### src/rtl/elevator_pkg.sv
// Shared types and sizes for the elevator call scheduler and its helpers.
package elevator_pkg;

    localparam int FLOOR_W  = 2;
    localparam int FLOORS   = 1 << FLOOR_W;
    localparam int SERVED_W = 8;

    localparam logic [SERVED_W-1:0] SERVED_MAX = '1;

    typedef enum logic [1:0] {
        IDLE      = 2'd0,
        MOVE_UP   = 2'd1,
        MOVE_DOWN = 2'd2,
        DWELL     = 2'd3
    } state_t;

endpackage

### src/rtl/pending_search.sv
// Combinational search of the pending-call vector relative to the car's floor:
// nearest call above, nearest call below, and whether the current floor is called.
module pending_search
    import elevator_pkg::*;
(
    input  logic [FLOORS-1:0]  pending,
    input  logic [FLOOR_W-1:0] floor,
    output logic [FLOOR_W-1:0] above,
    output logic [FLOOR_W-1:0] below,
    output logic               any_above,
    output logic               any_below,
    output logic               here
);

    always_comb begin
        above     = '0;
        below     = '0;
        any_above = 1'b0;
        any_below = 1'b0;
        here      = pending[floor];
        // Descending scan: the last hit above the car is the lowest one.
        for (int i = FLOORS - 1; i >= 0; i--) begin
            if (pending[i] && (i > int'(floor))) begin
                above     = FLOOR_W'(i);
                any_above = 1'b1;
            end
        end
        // Ascending scan: the last hit below the car is the highest one.
        for (int i = 0; i < FLOORS; i++) begin
            if (pending[i] && (i < int'(floor))) begin
                below     = FLOOR_W'(i);
                any_below = 1'b1;
            end
        end
    end

endmodule

### src/rtl/call_scheduler.sv
// SCAN call scheduler: latches floor calls, chooses the next target floor while
// keeping direction, and holds the door open for DWELL_CYCLES on each served call.
module call_scheduler
    import elevator_pkg::*;
#(
    parameter int DWELL_CYCLES = 3
) (
    input  logic                clock,
    input  logic                reset,
    input  logic [FLOORS-1:0]   call,
    input  logic [FLOOR_W-1:0]  floor,
    output logic [FLOOR_W-1:0]  target,
    output logic                stop,
    output logic [FLOORS-1:0]   pending,
    output logic                dir_up,
    output logic                busy,
    output logic [SERVED_W-1:0] served_count,
    output state_t              state_dbg
);

    localparam logic [3:0] DWELL_LOAD = 4'(DWELL_CYCLES - 1);

    state_t             state;
    logic [3:0]         dwell_cnt;
    logic [FLOOR_W-1:0] above;
    logic [FLOOR_W-1:0] below;
    logic               any_above;
    logic               any_below;
    logic               here;
    logic [FLOORS-1:0]  floor_hot;
    logic               enter_dwell;

    state_t             pick_state;
    logic               pick_dir;
    logic [FLOOR_W-1:0] pick_target;

    pending_search u_search (
        .pending   (pending),
        .floor     (floor),
        .above     (above),
        .below     (below),
        .any_above (any_above),
        .any_below (any_below),
        .here      (here)
    );

    assign state_dbg = state;
    assign floor_hot = FLOORS'(1) << floor;

    // A pending call at the car's floor opens the door, except while a dwell is still counting.
    assign enter_dwell = here && ((state != DWELL) || (dwell_cnt == 4'd0));

    // Direction choice used from IDLE, at the end of a dwell, and when a move runs out of calls.
    always_comb begin
        pick_state  = IDLE;
        pick_dir    = dir_up;
        pick_target = floor;
        if (dir_up && any_above) begin
            pick_state  = MOVE_UP;
            pick_target = above;
        end else if (!dir_up && any_below) begin
            pick_state  = MOVE_DOWN;
            pick_target = below;
        end else if (any_above) begin
            pick_state  = MOVE_UP;
            pick_dir    = 1'b1;
            pick_target = above;
        end else if (any_below) begin
            pick_state  = MOVE_DOWN;
            pick_dir    = 1'b0;
            pick_target = below;
        end
    end

    always_ff @(posedge clock or posedge reset) begin
        if (reset) begin
            pending <= '0;
        end else begin
            // The open door absorbs presses at its own floor.
            pending <= (pending | (call & ~((state == DWELL) ? floor_hot : '0)))
                       & ~(enter_dwell ? floor_hot : '0);
        end
    end

    always_ff @(posedge clock or posedge reset) begin
        if (reset) begin
            state        <= IDLE;
            target       <= '0;
            stop         <= 1'b0;
            dir_up       <= 1'b1;
            busy         <= 1'b0;
            served_count <= '0;
            dwell_cnt    <= '0;
        end else if (enter_dwell) begin
            state     <= DWELL;
            target    <= floor;
            stop      <= 1'b1;
            busy      <= 1'b1;
            dwell_cnt <= DWELL_LOAD;
            if (served_count != SERVED_MAX) begin
                served_count <= served_count + 1'b1;
            end
        end else begin
            case (state)
                MOVE_UP: begin
                    if (any_above) begin
                        target <= above;
                    end else begin
                        state  <= pick_state;
                        dir_up <= pick_dir;
                        target <= pick_target;
                        busy   <= (pick_state != IDLE);
                    end
                end
                MOVE_DOWN: begin
                    if (any_below) begin
                        target <= below;
                    end else begin
                        state  <= pick_state;
                        dir_up <= pick_dir;
                        target <= pick_target;
                        busy   <= (pick_state != IDLE);
                    end
                end
                DWELL: begin
                    if (dwell_cnt != 4'd0) begin
                        dwell_cnt <= dwell_cnt - 1'b1;
                        target    <= floor;
                    end else begin
                        stop   <= 1'b0;
                        state  <= pick_state;
                        dir_up <= pick_dir;
                        target <= pick_target;
                        busy   <= (pick_state != IDLE);
                    end
                end
                default: begin
                    stop   <= 1'b0;
                    state  <= pick_state;
                    dir_up <= pick_dir;
                    target <= pick_target;
                    busy   <= (pick_state != IDLE);
                end
            endcase
        end
    end

endmodule

### config.mk
export PLATFORM = sky130hd
export DESIGN_NAME = call_scheduler
export DESIGN_NICKNAME = d
export VERILOG_FILES = /design/src/rtl/elevator_pkg.sv /design/src/rtl/pending_search.sv /design/src/rtl/call_scheduler.sv
export SDC_FILE = /design/constraint.sdc
export NUM_CORES = 1
export LEC_CHECK = 0
export BUFFER_PORTS_ARGS = -buffer_cell sky130_fd_sc_hd__buf_2
export CAP_MARGIN = 20
export CORE_ASPECT_RATIO = 0.9
export CORE_MARGIN = 3
export CORE_UTILIZATION = 50
export DETAILED_ROUTE_END_ITERATION = 6
export PLACE_DENSITY_LB_ADDON = 0.05
export SLEW_MARGIN = 20
export SYNTH_ARGS = -nofsm -noshare
export SYNTH_HDL_FRONTEND = slang
export SYNTH_SLANG_ARGS = --single-unit
export TNS_END_PERCENT = 20
### constraint.sdc
create_clock -name clock -period 1.72 [get_ports clock]
set_input_delay 0.344 -clock clock [delete_from_list [all_inputs] [get_ports clock]]
set_output_delay 0.344 -clock clock [all_outputs]
set_load 0.02 [all_outputs]
==> results.txt <==
* Status: finished with violations
* Violated checks: negative hold slack, negative setup slack
* Part of the power in registers: 0.248
* Most used cells in the layout excluding fill and tap cells: 34 x sky130_fd_sc_hd__buf_4, 26 x sky130_fd_sc_hd__buf_2, 22 x sky130_fd_sc_hd__dfrtp_1
- Switching share of power: 0.470
* Die Wd: 63.5 um
- At the worst endpoint, the arrival time is 1.99 ns.
* Half-perimeter wire length of the detailed placement result: 2870 um
- Antenna fix cells: 0
* Ys Warns: 0
- For this configuration, the core starts out at a cell density of 0.533.
* Pleak: 0.000921 uW
- Unrepaired setup endpoints after global routing: yes
* Vert. Die Dim: 57.7 um
* Final count of pins violating max slew: 0
- In this run the worst setup path terminates at served_count[1]$_DFFE_PP0P_.
- For this run, the total global-route usage over all layers was measured as 0.222.
- After detailed routing, the average wire length per cell comes to 14.7 um.
- Leaving out filler cells and counting taps, the final layout contains 260.
* Smallest hold slack: -0.00539 ns
- The path class of the tightest hold or removal check is primary input to asynchronous set/reset pin.
- The first global-routing pass estimated 6560 um of wire.
* Maximum clock skew at final layout: 0.00962 ns
- Routability-driven placement congestion ratio: 0.927
- The share of total power dissipated in combinational logic is 0.687.
- Router iterations before antenna repair: 4
* Buffer levels on the longest clock path: 2
- Of the available clock period, the critical path in the final layout requires 1.03.
- Via count of the first global-routing pass: 1412
- The worst setup path is of the flip-flop to flip-flop kind.
* Post-synthesis instance area: 1490 um^2
- Of the cells placed in the final design, the portion with a size suffix greater than 1 is 0.373.
- Number of enable flip-flop cells after synthesis: 0
* Average instance area after synthesis: 9.24 um^2
* Deepest level of the CTS H-tree: 1
* Power per cell area: 2040 nW/um^2
- The worst register-to-register path begins at dwell_cnt[0]$_DFFE_PP0P_.
* Net count of the finished layout: 236
* Hold buffer count at cts: 0
* GRT overflow: 0
- Depth of the worst register-to-register path: 7
- TritonCTS built the clock tree.
* Slew headroom: 0.663
* Total Wirelength: 3830 um
- STA puts the critical path data required time at 1.93 ns.
* Vias per Instance: 5.67
- Summing all multi-input logic gate instances after layout gives 857 um^2.
- Setup violations remaining at the end of the flow were counted as 6.
- Number of buffers added on ports: 26
- Nature of the critical path startpoint: flip-flop
* Number of max-capacitance violations reported: 0
* Maximum VDD drop: 1.18 mV
- Counting distinct cell types in the post-synthesis netlist gives 52.
* Worst setup timing slack at the placement stage: -0.0870 ns
* Post-layout min period: 1.77 ns
- Clock slew seen by the registers of the worst setup and hold paths: 0.14 ns
* Maximum number of pins on one net before global-route repair: 14
* Crit path from: dwell_cnt[0]$_DFFE_PP0P_
- The detail route stage leaves a number of antenna-violating nets equal to 0.
- The endpoint identified for the worst register-to-register timing path is served_count[1]$_DFFE_PP0P_.
* Routed via count: 1475
- When the netlist entered floorplanning its net count stood at 176.
- For this design, the sink count on the clock tree is 23.
* Clk network pwr share: 0.065
- In this run the core area contains 18 standard-cell rows.
- DP Area: 1870 um^2
- Maximum fanout along the worst path: 8
- The tree is rooted in a sky130_fd_sc_hd__clkbuf_4.
- CP endpoint kind: flip-flop
* Count of final hold-check violations: 10
* Full die area: 3670 um^2
* Cts bufs inserted: 3
* Clock latency at the later pin of the worst-skew pair: 0.32 ns
- Register Area: 577 um^2
* Most common cell after layout, fill and taps aside: sky130_fd_sc_hd__buf_4
* Synthesized instance count: 161
- Register area share after synthesis: 0.388
- Among all flip-flop cells after synthesis, the most frequent one is sky130_fd_sc_hd__dfrtp_1.
* Relative area change from synthesis to final layout: 32.1%
- Overall power consumption: 4020 uW
- In this run the count of I/O pins placed on the die edge is 27.
* Number of antenna violations at the first check in global routing: 0
- In this run, synthesis produced a sequential element count of 23.
- R2r setup slk: -0.05 ns
* Final critical-path setup slack: -0.0530 ns
* DRC violations left: 0
* Cell internal power dissipation: 2130 uW
* Final-layout fill cell count: 239
* Switching power summed over all nets: 1890 uW
- Violation count after the first detailed-route iteration: 114
- Slew at the pin with the worst max-slew slack: 0.503 ns
- Static timing analysis puts the maximum clock frequency at 0.564 GHz.
- Of all flip-flops after synthesis, the portion carrying an async set or reset was 1.00.
- With fillers left out, the area of the finished cells amounts to 1970 um^2.
* Core Box Area: 2790 um^2
- After detailed placement, the design holds a cell count of 251.
-- metal layers --
metal / global-route usage / wire length [um] / vias up
met5: 0 / 0 / -
met3: 0.0465 / 209 / 4
met2: 0.371 / 1830 / 53
li1: - / - / 716
met1: 0.300 / 1760 / 702
met4: 0.0492 / 37 / 0
-- flip-flops by register name, summed over array words and instances (netlist names) --
register and cells:
state_dbg 2, busy 1, pending 4, dir_up 1, target 2, stop 1
dwell_cnt 4, served_count 8
-- synth_stat cells, drive strengths merged (2+ instances only) --
cell type	instances	area share
and3	2	0.0084
nor2	11	0.033
a211oi	2	0.010
dfrtp	22	0.37
buf	5	0.019
xnor2	7	0.041
a221oi	2	0.016
a21oi	8	0.029
o31ai	2	0.010
a31oi	6	0.035
nand4	5	0.021
nor3	3	0.010
o21a	2	0.010
inv	13	0.033
nand2	13	0.040
o22ai	3	0.013
o32a	3	0.020
ha	7	0.059
o21ai	20	0.067
clkinv	2	0.0059
-- worst min path at each step --
stage | end | cells past startpoint
6_report | dwell_cnt[1]$_DFFE_PP0P_ | 2
5_1_grt | dwell_cnt[1]$_DFFE_PP0P_ | 2
4_1_cts | dwell_cnt[3]$_DFFE_PP0P_ | 2
3_5_place_dp | dwell_cnt[1]$_DFFE_PP0P_ | 2
3_3_place_gp | dwell_cnt[1]$_DFFE_PP0P_ | 2
2_1_floorplan | busy$_DFFE_PP0P_ | 1
-- metrics by stage --
step,util,setup TNS (ns)
2_1_floorplan,-,-0.000940
3_5_place_dp,0.671,-0.493
5_1_grt,0.704,-1.45
3_3_place_gp,0.671,-0.0385
4_1_cts,0.698,-0.148
6_report,0.704,-0.162
-- power groups by stage --
stage	clock network (uW)	registers [uW]	logic, uW
4_1_cts	263	996	2710
5_1_grt	297	1030	3030
3_5_place_dp	0	1000	2540
2_1_floorplan	0	1200	1400
6_report	261	998	2760
3_3_place_gp	0	984	2470
-- cell families after synthesis --
group | count (synthesis) | share of synthesized area
adders and majority gates | 7 | 0.0589
DFF | 23 | 0.388
buffers and inverters | 21 | 0.0597
AOI/OAI and AO/OA | 60 | 0.279
and+or+nand+nor | 39 | 0.138
muxes | 3 | 0.0294
xor gates and xnor gates | 8 | 0.0471
-- repair_timing --
item	CTS	global route
resized for setup	5	4
hold endpoints to repair	0	0
setup buffers	4	1
setup endpoints to repair	9	16
pin swaps	3	7
-- critical path, stage by stage (launching register included) --
cell                      delay (ns)
sky130_fd_sc_hd__dfrtp_1        0.42
sky130_fd_sc_hd__inv_2          0.08
sky130_fd_sc_hd__ha_4           0.12
sky130_fd_sc_hd__nor3b_4        0.20
sky130_fd_sc_hd__or2b_4         0.18
sky130_fd_sc_hd__nand2_4        0.06
sky130_fd_sc_hd__a31oi_4        0.27
sky130_fd_sc_hd__mux2_4         0.34
-- cell type report --
cell class	count	share of cell area
sequential	23	0.293
tap	40	0.0255
clock inverter	1	0.00255
clock buffer	3	0.0115
timing repair buffer	61	0.202
inverter	15	0.0293
multi-input combinational	117	0.436
Note: power is estimated with default switching activity, not from simulation.
